File: config.mk
export PLATFORM = sky130hd
export DESIGN_NAME = systolic_edge_feeder
export DESIGN_NICKNAME = d
export VERILOG_FILES = /design/src/rtl/systolic_edge_feeder.sv
export SDC_FILE = /design/constraint.sdc
export NUM_CORES = 1
export LEC_CHECK = 0
export ABC_AREA = 1
export CELL_PAD_IN_SITES_DETAIL_PLACEMENT = 1
export CELL_PAD_IN_SITES_GLOBAL_PLACEMENT = 2
export CORE_MARGIN = 1.5
export CORE_UTILIZATION = 29
export DETAILED_ROUTE_END_ITERATION = 16
export PLACE_DENSITY_LB_ADDON = 0.1
export SYNTH_ARGS = -nofsm -noshare
export SYNTH_HDL_FRONTEND = slang
export SYNTH_SLANG_ARGS = --single-unit
export TNS_END_PERCENT = 5
File: constraint.sdc
create_clock -name clk -period 3.65 [get_ports clk]
set_input_delay 0.9125 -clock clk [delete_from_list [all_inputs] [get_ports clk]]
set_output_delay 0.9125 -clock clk [all_outputs]
set_load 0.01 [all_outputs]
File: src/rtl/systolic_edge_feeder.sv
// Transmit-side feeder for an N x N processing-element array: accepts operand
// vector pairs, skews them onto the west/north edges and sequences per-diagonal done flags.
module systolic_edge_feeder #(
  parameter int WIDTH         = 16,
  parameter int N             = 4,
  parameter int DRAIN_LAT     = 2,
  parameter int FINISH_CYCLES = 3,
  parameter int CNT_W         = 16
) (
  input  logic                 clk,
  input  logic                 reset,
  input  logic                 s_valid,
  output logic                 s_ready,
  input  logic                 s_last,
  input  logic [N*WIDTH-1:0]   s_data_a,
  input  logic [N*WIDTH-1:0]   s_data_b,
  output logic [N*WIDTH-1:0]   edge_a,
  output logic [N*WIDTH-1:0]   edge_b,
  output logic [2*N-2:0]       done_diag,
  output logic                 busy,
  output logic                 tile_done,
  output logic [CNT_W-1:0]     beat_count
);

  localparam int ND    = 2 * N - 1;
  localparam int MK_D  = ND + DRAIN_LAT;
  localparam int FIN_W = $clog2(FINISH_CYCLES + 1);
  localparam logic [FIN_W-1:0] FIN_LAST = FIN_W'(FINISH_CYCLES - 1);

  typedef enum logic [1:0] {IDLE, FEED, FLUSH, FINISH} state_t;

  state_t             state_q, state_d;
  logic [CNT_W-1:0]   cnt_q, cnt_d;
  logic [FIN_W-1:0]   fin_q, fin_d;
  logic [MK_D-1:0]    mk_q;
  logic               ready_int;
  logic               accept;
  logic               tile_done_int;

  function automatic logic [CNT_W-1:0] sat_inc(input logic [CNT_W-1:0] v);
    return (v == '1) ? v : v + CNT_W'(1);
  endfunction

  assign ready_int = (state_q == IDLE) || (state_q == FEED);
  assign accept    = s_valid && ready_int && !reset;

  always_comb begin
    state_d       = state_q;
    cnt_d         = cnt_q;
    fin_d         = fin_q;
    tile_done_int = 1'b0;
    case (state_q)
      IDLE: begin
        if (accept) begin
          cnt_d   = CNT_W'(1);
          state_d = s_last ? FLUSH : FEED;
        end
      end
      FEED: begin
        if (accept) begin
          cnt_d = sat_inc(cnt_q);
          if (s_last) state_d = FLUSH;
        end
      end
      FLUSH: begin
        fin_d = '0;
        // The oldest marker position is done_diag[2N-2]: last diagonal has drained.
        if (mk_q[MK_D-1]) state_d = FINISH;
      end
      FINISH: begin
        if (fin_q == FIN_LAST) begin
          tile_done_int = 1'b1;
          state_d       = IDLE;
        end else begin
          fin_d = fin_q + FIN_W'(1);
        end
      end
      default: state_d = IDLE;
    endcase
  end

  always_ff @(posedge clk) begin
    if (reset) begin
      state_q <= IDLE;
      cnt_q   <= '0;
      fin_q   <= '0;
      mk_q    <= '0;
    end else begin
      state_q <= state_d;
      cnt_q   <= cnt_d;
      fin_q   <= fin_d;
      mk_q    <= {mk_q[MK_D-2:0], accept && s_last};
    end
  end

  // Lane i gets i+1 stages; empty cycles push +0 so the PE accumulators are untouched.
  for (genvar i = 0; i < N; i++) begin : g_lane
    logic [WIDTH-1:0] a_q [i+1];
    logic [WIDTH-1:0] b_q [i+1];

    always_ff @(posedge clk) begin
      if (reset) begin
        for (int k = 0; k <= i; k++) begin
          a_q[k] <= '0;
          b_q[k] <= '0;
        end
      end else begin
        a_q[0] <= accept ? s_data_a[i*WIDTH +: WIDTH] : '0;
        b_q[0] <= accept ? s_data_b[i*WIDTH +: WIDTH] : '0;
        for (int k = 1; k <= i; k++) begin
          a_q[k] <= a_q[k-1];
          b_q[k] <= b_q[k-1];
        end
      end
    end

    assign edge_a[i*WIDTH +: WIDTH] = reset ? '0 : a_q[i];
    assign edge_b[i*WIDTH +: WIDTH] = reset ? '0 : b_q[i];
  end

  // Outputs are forced low during the reset cycle itself, not only afterwards.
  assign s_ready    = ready_int && !reset;
  assign busy       = (state_q != IDLE) && !reset;
  assign tile_done  = tile_done_int && !reset;
  assign done_diag  = reset ? '0 : mk_q[DRAIN_LAT +: ND];
  assign beat_count = reset ? '0 : cnt_q;

endmodule

Word-level counts from Yosys, hierarchy flattened --
Memories as Yosys holds them, arrays and structs flattened. Cells that the tools add are included.
Word-level totals: RAM bits 320, logic and storage cells 119, flip-flop bits (word level) 29, output and inout port bits 154, memories kept 8
Memories:
- g_lane[3].a_q | words 4, bits a word 16, read ports 4, clocked after Yosys merged registers in 0, wr ports 4, RTL line 98 | logic [WIDTH-1:0] a_q [i+1];
- g_lane[3].b_q | words 4, bits a word 16, read ports 4, clocked after Yosys merged registers in 0, wr ports 4, RTL line 99 | logic [WIDTH-1:0] b_q [i+1];
- g_lane[2].a_q | words 3, bits a word 16, read ports 3, clocked after Yosys merged registers in 0, wr ports 3, RTL line 98
- g_lane[2].b_q | words 3, bits a word 16, read ports 3, clocked after Yosys merged registers in 0, wr ports 3, RTL line 99
- g_lane[1].a_q | words 2, bits a word 16, read ports 2, clocked after Yosys merged registers in 0, wr ports 2, RTL line 98
- g_lane[1].b_q | words 2, bits a word 16, read ports 2, clocked after Yosys merged registers in 0, wr ports 2, RTL line 99
- 2 more memories
Operators by class: reductions and logical operators 17, add/subtract/negate cells 2, eq/ne operators 12, bitwise logic cells 18, mux-type cells 58
Operators with widths (number):
- 2-to-1 mux 16 bit | 40
- one-hot mux 16 bit (2 select lines) | 1
- OR reduction 16 bit | 2
- bitwise OR 1 bit | 18
- adder 16 x 1 -> 16 bit (second input constant) | 1
- == test 16 bit (second input constant) | 1
- 2-to-1 mux 2 bit | 7
- != test 2 bit (second input constant) | 7
- one-hot mux 2 bit (4 select lines) | 1
- 2-to-1 mux 1 bit | 7
- 2-to-1 mux 7 bit | 1
- == test 2 bit (second input constant) | 3
- logical AND 1 bit | 6
- nonzero test 2 bit | 3
- AND reduction 5 bit | 1
- one-hot mux 2 bit (2 select lines) | 1
- AND reduction 4 bit | 1
- adder 2 x 1 -> 2 bit (second input constant) | 1
- == test 2 x 1 -> 1 bit (second input constant) | 1
- logical NOT 2 bit | 1
- AND reduction 2 bit | 1
- logical NOT 1 bit | 1
- logical OR 1 bit | 1

Longest topological paths before layout --
depth in word-level cells 6, mapped depth 11

Least setup slack after synthesis --
Ideal clock, no wire load.
kind input-to-output, start input port reset, end output port done_diag[0], cell stages on the path 4, path slack 1.052 ns, data arrival time 1.685 ns, path buffers 3, cell sequence clkbuf_1 > clkbuf_1 > buf_2 > nor2_1
On the way: word-level cells in the longest chain between the ends 1
RTL lines:
- start, declared | RTL line 11 | input logic reset,
- 2-to-1 mux 7 bit | RTL line 125 | assign done_diag = reset ? '0 : mk_q[DRAIN_LAT +: ND];
- end, declared | RTL line 19 | output logic [2*N-2:0] done_diag,
No other way between the ends.

Final worst setup path --
start input port reset, end output port tile_done
On the way: word-level cells in the longest chain between the ends 2
RTL lines:
- logical NOT 1 bit | RTL line 124 | assign tile_done = tile_done_int && !reset;
- logical AND 1 bit | RTL line 124
- end, declared | RTL line 21 | output logic tile_done,
No other way between the ends.

==> flow_summary.ini <==
[clock_tree]
numCtsBuffers = 40
post_cts_buffers = 0
htree_levels = 2
cts_root_buffer = clkbuf_16
cts-resized-gates = 0
cts.path.max_buffers = 3
clk_pin_slew_ns = 0.06
clock_sinks = 349
cts_tree = done
clk_latency_ns = 0.55
holdBufCountCts = 0

[status]
status = completed

[synth]
syn_inst = 1549
synth_area_leader_cell = dfxtp_1
syn_area_mm2 = 0.0117
netlist.area_leader.share_pct = 59.5
ys_seq_area_share_pct = 59.5
ys.warnings.count = 0
avgSynthCellArea_um2 = 7.58
synth_compound_gate_area_share_pct = 1.28
synthAdderAreaFrac_pct = 0.639
synthSimpleGateAreaFrac_pct = 20.2
synth.area.top_cells = dfxtp_1, nor2_1, inv_1
yosys_most_used_dff = dfxtp_1
synth_edf_count = 0
synth.top_cells.by_count = nor2_1, inv_1, dfxtp_1
async_flop_share_pct = 0
synth_top_family_by_area = simple AND/OR/NAND/NOR gates
synth_nets = 1687
synth_xor_area_share_pct = 0
yosysMostFrequentCell = nor2_1
ys_ff_latch = 349
synth.mux.area_fraction_pct = 0
synth_cell_types = 28

[drt]
ant_nets = 0
first_pass_iters = 6
num_vias = 9210
routed_wl_mm = 28.9
drc = 0
avgViaCountPerCell = 3.85
drtIter0Drc = 209
avgRoutedWirePerCell_um = 12.1

[global_routing]
first_global_vias = 9113
grt_pass1_wl_mm = 46.2
grt_max_degree = 132
grtUsageTotal_pct = 13.9
antenna_found_initial = 1
grt.overflow.total = 0

[min_path]
hold_depth = 2
hold_start = g_lane[3].a_q[0][11]
min-delay-path-class = reg2reg
min_to = g_lane[3].a_q[1][11]

[critical_path]
rr_startpoint = state_q[1]
cp.required_ns = 2.74
worst_path_largest_cell_delay_ns = 0.62
crit_family = buffers and inverters
crit_path_max_fanout = 60
critical_path_arrival_ns = 2.21
path_class = in2out
worstPathCellList = buf_8, nor3_1, clkdlybuf4s50_1
worstSetupEndpointType = primary output
start_kind = primary input
r2r_end = cnt_q[7]
cpMaxStageDelayCell = clkdlybuf4s50_1
path_buf_inv = 2
r2r_cells = 11
regToRegSetupSlack_ns = 1.32
worst-path-stages = 3

[sta]
fin_crit_sh_pct = 85.5
post-route-worst-setup-slack_ns = 0.528
finalSetupTns_ns = 0
final_max_slew_viol_count = 0
maxSlewHeadroom_pct = 56.9
worst_pin_slew_ns = 0.646
rsz0062_at_grt = no
hold_viol_final = 0
fin_skew_ns = 0.0155
setup_viol = 0
fin_crit_ns = 3.12
fmax_mhz = 320

[cells_and_area]
antenna_cells = 0
drive_gt1_share_pct = 4.56
fillers = 4828
area_delta_synth_final_pct = 40.1
utilization_pct = 41.3
final_nets = 1973

[floorplanning]
die_w_um = 204
initial_core_util_pct = 29.5
coreArea_mm2 = 0.0398
io_pins = 286
die_area_mm2 = 0.0417
die_h_um = 204
rows = 73

[placed_design]
port-buffer-count = 285
place_ws_ns = 0.539
place.gp.congestion = 0.731
dp_hpwl_mm = 20.0

[job]
maxCapViolCount = 0

[pwr]
irDropWorstVdd_mv = 0.303
p_leak_nw = 7.04
powerDensity_mw_per_mm2 = 550
metal layers:
layer	up-vias	routed length [µm]	track usage, %
li1	4772	-	-
met4	2	561	4.07
met1	4210	13000	17.1
met2	184	13600	23.7
met5	-	13	0
met3	42	1690	3.81
state kept, by name, indices dropped and copies added, names as in the netlist:
signal	cells
g_lane.b_q	160
state_q	2
fin_q	2
mk_q	9
g_lane.a_q	160
cnt_q	16
final cells by class:
class                   instances  area [µm²]  share of cell area [%]
clock buffers                  63        1150                    6.97
clock inverters                 9         150                   0.912
inverters                     498        1870                    11.4
multi-input cells             643        2600                    15.8
flip-flops and latches        349        6990                    42.5
well taps                     525         657                    3.99
repair buffers                303        3040                    18.5
worst min-delay path: stages (launching register included):
cell	delay [ns]
dfxtp_1	0.29
inv_1	0.04
nor2_1	0.03
worst max-delay path by stage:
stage | slack, ns | start | to
after CTS | 0.53 | reset | edge_b[6]
after global routing | 0.45 | reset | tile_done
after floorplan | 1.05 | reset | done_diag[0]
after detailed placement | 0.54 | reset | edge_b[60]
final | 0.53 | reset | tile_done
after global placement | 0.56 | reset | edge_a[45]
stage by stage:
step / hold WS, ns / instance area [µm²] / cells / total power [W]
floorplan: 0.388 / 11700 / 1549 / 0.00480
global placement: 0.388 / 15200 / 2318 / 0.00522
detailed placement: 0.394 / 15200 / 2318 / 0.00525
CTS: 0.394 / 16500 / 2390 / 0.00926
global route: 0.411 / 16500 / 2390 / 0.00953
finish: 0.395 / 16500 / 2390 / 0.00905
power breakdown:
group	internal (W)	leakage, nW	switching, W
combinational	0.000417	3.57	0.000527
clock	0.00233	0.631	0.00158
sequential	0.00410	2.84	0.0000920
cell families after synthesis:
family | after synthesis
AO/OA/AOI/OAI | 27
buffers and inverters | 557
flip-flops | 349
adder cells (fa/ha/maj) | 6
AND/OR/NAND/NOR | 610
layout by cell type, fill, tap and decap left out, types with 6 or more instances in the layout:
cell type,instances
clkbuf_8,6
nand2_1,59
dfxtp_1,349
o21ai_0,10
buf_4,14
clkbuf_16,40
inv_1,496
nor2_1,513
clkdlybuf4s50_1,284
clkbuf_1,17
ha_1,6
nand3_1,21
a21oi_1,9
Power figures use the tool's default switching activity.
